$ cat src/rtl/sos_sample_ingress.sv
// rtl/sos_sample_ingress.sv - widens and channel-tags input samples ahead of the SOS cascade
// A main output register plus one skid register keep 1 sample/clock with a registered in_ready_o.
module sos_sample_ingress #(
  parameter int S_WD    = 16,
  parameter int L_WD    = 32,
  parameter int FRAC_SH = 0,
  parameter int N_CH    = 1,
  localparam int CH_W   = (N_CH > 1) ? $clog2(N_CH) : 1
) (
  input  logic              clk_i,
  input  logic              rst_i,
  input  logic              in_valid_i,
  output logic              in_ready_o,
  input  logic [S_WD-1:0]   in_data_i,
  input  logic              frame_start_i,
  input  logic [1:0]        mode_i,
  output logic              out_valid_o,
  input  logic              out_ready_i,
  output logic [L_WD-1:0]   out_data_o,
  output logic [CH_W-1:0]   out_ch_o,
  output logic              out_last_o,
  output logic              frame_err_o
);

  localparam int PW = L_WD + CH_W + 1;
  localparam logic [CH_W-1:0] LAST_CH = CH_W'(N_CH - 1);

  logic [CH_W-1:0] ch_q;
  logic [CH_W-1:0] beat_ch;
  logic [CH_W-1:0] ch_next;
  logic [1:0]      mode_q;
  logic [1:0]      eff_mode;
  logic [S_WD-1:0] adj;
  logic [L_WD-1:0] ext;
  logic [L_WD-1:0] fmt;
  logic [PW-1:0]   beat;
  logic [PW-1:0]   skid_q;
  logic            skid_valid_q;
  logic            accept;
  logic            main_load;

  assign accept    = in_valid_i & in_ready_o;
  assign main_load = !out_valid_o || out_ready_i;

  // Channel 0 takes its mode straight from mode_i; later channels reuse the latched frame mode.
  always_comb begin
    beat_ch  = frame_start_i ? '0 : ch_q;
    ch_next  = (beat_ch == LAST_CH) ? '0 : beat_ch + CH_W'(1);
    eff_mode = (beat_ch == '0) ? mode_i : mode_q;
    adj      = in_data_i;
    if (eff_mode == 2'b10) adj[S_WD-1] = ~in_data_i[S_WD-1];
    ext            = {L_WD{(eff_mode != 2'b00) & adj[S_WD-1]}};
    ext[S_WD-1:0]  = adj;
    fmt            = ext << FRAC_SH;
    beat           = {beat_ch == LAST_CH, beat_ch, fmt};
  end

  always_ff @(posedge clk_i or posedge rst_i) begin
    if (rst_i) begin
      ch_q         <= '0;
      mode_q       <= 2'b01;
      frame_err_o  <= 1'b0;
      in_ready_o   <= 1'b1;
      out_valid_o  <= 1'b0;
      out_data_o   <= '0;
      out_ch_o     <= '0;
      out_last_o   <= 1'b0;
      skid_q       <= '0;
      skid_valid_q <= 1'b0;
    end else begin
      if (accept) begin
        ch_q <= ch_next;
        if (beat_ch == '0) mode_q <= mode_i;
        if (frame_start_i && ch_q != '0) frame_err_o <= 1'b1;
      end
      // in_ready_o tracks the next value of skid_valid_q so it never depends on out_ready_i combinationally.
      if (main_load) begin
        if (skid_valid_q) begin
          {out_last_o, out_ch_o, out_data_o} <= skid_q;
          out_valid_o  <= 1'b1;
          skid_valid_q <= 1'b0;
        end else if (accept) begin
          {out_last_o, out_ch_o, out_data_o} <= beat;
          out_valid_o <= 1'b1;
        end else begin
          out_valid_o <= 1'b0;
        end
        in_ready_o <= 1'b1;
      end else begin
        if (accept) begin
          skid_q       <= beat;
          skid_valid_q <= 1'b1;
        end
        in_ready_o <= !(skid_valid_q || accept);
      end
    end
  end

endmodule

$ cat config.mk
export PLATFORM = sky130hd
export DESIGN_NAME = sos_sample_ingress
export DESIGN_NICKNAME = d
export VERILOG_FILES = /design/src/rtl/sos_sample_ingress.sv
export SDC_FILE = /design/constraint.sdc
export NUM_CORES = 1
export LEC_CHECK = 0
export ABC_AREA = 1
export CAP_MARGIN = 15
export CORE_MARGIN = 10
export CORE_UTILIZATION = 35
export DETAILED_ROUTE_END_ITERATION = 7
export GPL_ROUTABILITY_DRIVEN = 1
export PLACE_DENSITY = 0.62
export SLEW_MARGIN = 15
export SYNTH_ARGS = -nofsm -noshare
export SYNTH_HDL_FRONTEND = slang
export SYNTH_SLANG_ARGS = --single-unit
$ cat constraint.sdc
create_clock -name clk_i -period 1.55 [get_ports clk_i]
set_input_delay 0.31 -clock clk_i [delete_from_list [all_inputs] [get_ports clk_i]]
set_output_delay 0.31 -clock clk_i [all_outputs]
set_load 0.1 [all_outputs]
==> flow_metrics.tcl <==
set metrics [dict create \
    status "finished, final reports clean" \
    maxCapViolations 0 \
    start_kind "register" \
    post-cts-setup-buffers 1 \
    postRouteAntennaNets 0 \
    ys_seq_area_share_pct 50.7 \
    grt_pass1_vias 1507 \
    die-area_sq_um 8870 \
    post-place-cells 320 \
    hold_violations 0 \
    synth.distinct_cells 23 \
    path_buf_inv 1 \
    synthSimpleGateAreaFrac_pct 18.5 \
    intPower_mw 3.14 \
    io_buffers 56 \
    avgViaCountPerCell 4.43 \
    die_y_um 94.2 \
    setup_violations 0 \
    worstSetupPathType "register to output port" \
    crit_arrival_ns 1.12 \
    ys_warn_count 0 \
    power.density_nw_per_um2 2170 \
    period_needed_ns 1.43 \
    synth-seq-cells 39 \
    final_nets 281 \
    area_growth_pct 53.5 \
    hold_slack_ns 0.351 \
    avgSynthCellArea_sq_um 9.08 \
    drt_iter0_drc 45 \
    cpMaxStageDelayCell "dfstp_4" \
    grt_usage_pct 10.4 \
    grt_pass1_wl_mm 7.35 \
    irDropWorstVdd_uv 1130 \
    die_x_um 94.2 \
    hold_class "input port to asynchronous set/reset pin" \
    antenna_found_initial 0 \
    core_sq_um 5200 \
    final_max_slew_viol_count 0 \
    synth_compound_area_share_pct 14.2 \
    rsz0062_at_grt "no" \
    clockRootBuffer "clkbuf_8" \
    clock_latency_ns 0.29 \
    critPathMaxStageDelay_ns 0.66 \
    cts.clk_slew.worst_paths_ns 0.08 \
    muxShareOfSynthArea_pct 0 \
    grt-ovfl-total 0 \
    antenna_cells 0 \
    cts_resized 0 \
    leakagePower_nw 1.43 \
    ctsHoldBuffers 0 \
    instances_no_fill 329 \
    cp_cell_sequence "buf_12" \
    worstReg2RegEnd "out_data_o[3]" \
    post-place-ws_ns 0.0433 \
    synth_xor_area_share_pct 0 \
    p_clk_share_pct 11.7 \
    start_util_pct 37.0 \
    met2WireLength_mm 2.04 \
    routedWlPerCell_um 13.1 \
    min_period_over_period_pct 92.4 \
    synthAdderAreaFrac_pct 0 \
    fin_skew_ns 0.00513 \
    grt_max_degree 40 \
    combPwrFrac_pct 63.7 \
    synth_top_family_by_area "simple AND/OR/NAND/NOR gates" \
    cp.required_ns 1.24 \
    h-tree-depth 2 \
    swShare_pct 51.2 \
    fmax_ghz 0.698 \
    setup_tns_ns 0 \
    timing.rr.start "in_ready_o" \
    postLayoutCoreUtil_pct 56.8 \
    wl_met1_mm 1.88 \
    cp-end-kind "output port" \
    layout_setup_ws_ns 0.117 \
    fp-row-count 26 \
    via_count 1459 \
    topRoutingLayerUsed "met4" \
    route.met3.wl_um 324 \
    reg2reg_depth 5 \
    routed_wl_mm 4.32 \
    cts_tree "yes" \
    dp_hpwl_mm 3.14 \
    firstDrtPassIters 4 \
    drive_gt1_share_pct 28.2 \
    rrSetupSlack_ns 0.22 \
    cts_buffers 5 \
    num_io_pins 60 \
    p_seq_share_pct 24.6 \
    gp_congestion 0.703 \
    switchingPower_mw 3.29 \
    drc 0 \
    clock-sinks 39 \
    syn_area_sq_um 1930 \
    synthCells 212 \
    cp_top_family "flip-flops" \
    clockBufferDepth 2 \
    cp_max_fo 3 \
]
through the flow:
stage	power, mW	cell area (sq um)
2_1_floorplan	4.27	1940
3_3_place_gp	5.67	2850
3_5_place_dp	5.71	2850
4_1_cts	6.49	2960
5_1_grt	6.68	2960
6_report	6.43	2960
placed cells by master, fill, tap and decap left out:
cell             instances
inv_2                    1
inv_6                    1
nand3_4                  1
dfrtp_2                  2
dfstp_4                  1
clkbuf_1                 1
clkdlybuf4s50_1         21
a21oi_1                  3
nand3_1                  1
buf_12                  41
o31ai_1                  4
buf_4                    3
nand2_4                  2
clkinv_1                 1
or2_2                    1
o21ai_0                 13
nand2_2                  2
clkbuf_8                 7
dfrtp_1                 36
inv_1                   21
conb_1                   2
nand2_1                 45
o21ai_1                  5
o31ai_2                 11
nor2_1                  33
routing by layer:
layer  up-vias  GRT usage, %
met2        43          17.4
met3         6          4.16
li1        729             -
met1       681          11.4
met4         0          4.18
met5         -             0
flip-flops by register name (all words and copies together), names as in the netlist:
name          count
skid_q           18
out_data_o       17
in_ready_o        1
out_last_o        1
out_valid_o       1
skid_valid_q      1
area by class of cell:
type | instances | area (sq um)
clock buffers | 8 | 100
fillers | 457 | 2250
inverters | 24 | 95.1
multi-input cells | 123 | 637
flip-flops and latches | 39 | 983
well taps | 70 | 87.6
repair buffers | 65 | 1050
cell families after synthesis:
logic type | Yosys count
compound gates | 36
buf+inv | 51
flops | 39
other cells | 1
simple gates | 85
Yosys cell counts (all sizes together):
library cell | count | area [sq um]
nor2 | 33 | 124
o21ai | 18 | 90.1
dfstp | 1 | 26.3
nand3 | 2 | 22.5
or2 | 1 | 6.26
o31ai | 15 | 168
buf | 26 | 215
clkbuf | 1 | 5.00
conb | 1 | 3.75
dfrtp | 38 | 951
nand2 | 49 | 204
inv | 24 | 95.1
a21oi | 3 | 15.0
worst max path at each step:
stage	cells after the start	to	start
4_1_cts	1	in_ready_o	in_ready_o
2_1_floorplan	1	out_data_o[17]	out_data_o[24]
6_report	1	in_ready_o	in_ready_o
5_1_grt	1	in_ready_o	in_ready_o
3_3_place_gp	7	out_data_o[11]	in_valid_i
3_5_place_dp	6	out_data_o[3]	in_valid_i
power by group through the flow:
stage | sequential [mW] | combinational [mW] | clock, mW
floorplan | 2.65 | 1.63 | 0
detailed placement | 1.62 | 4.09 | 0
global route | 1.62 | 4.25 | 0.813
global placement | 1.61 | 4.06 | 0
CTS | 1.58 | 4.13 | 0.776
finish | 1.58 | 4.09 | 0.754
(Power assumes the default switching activity.)
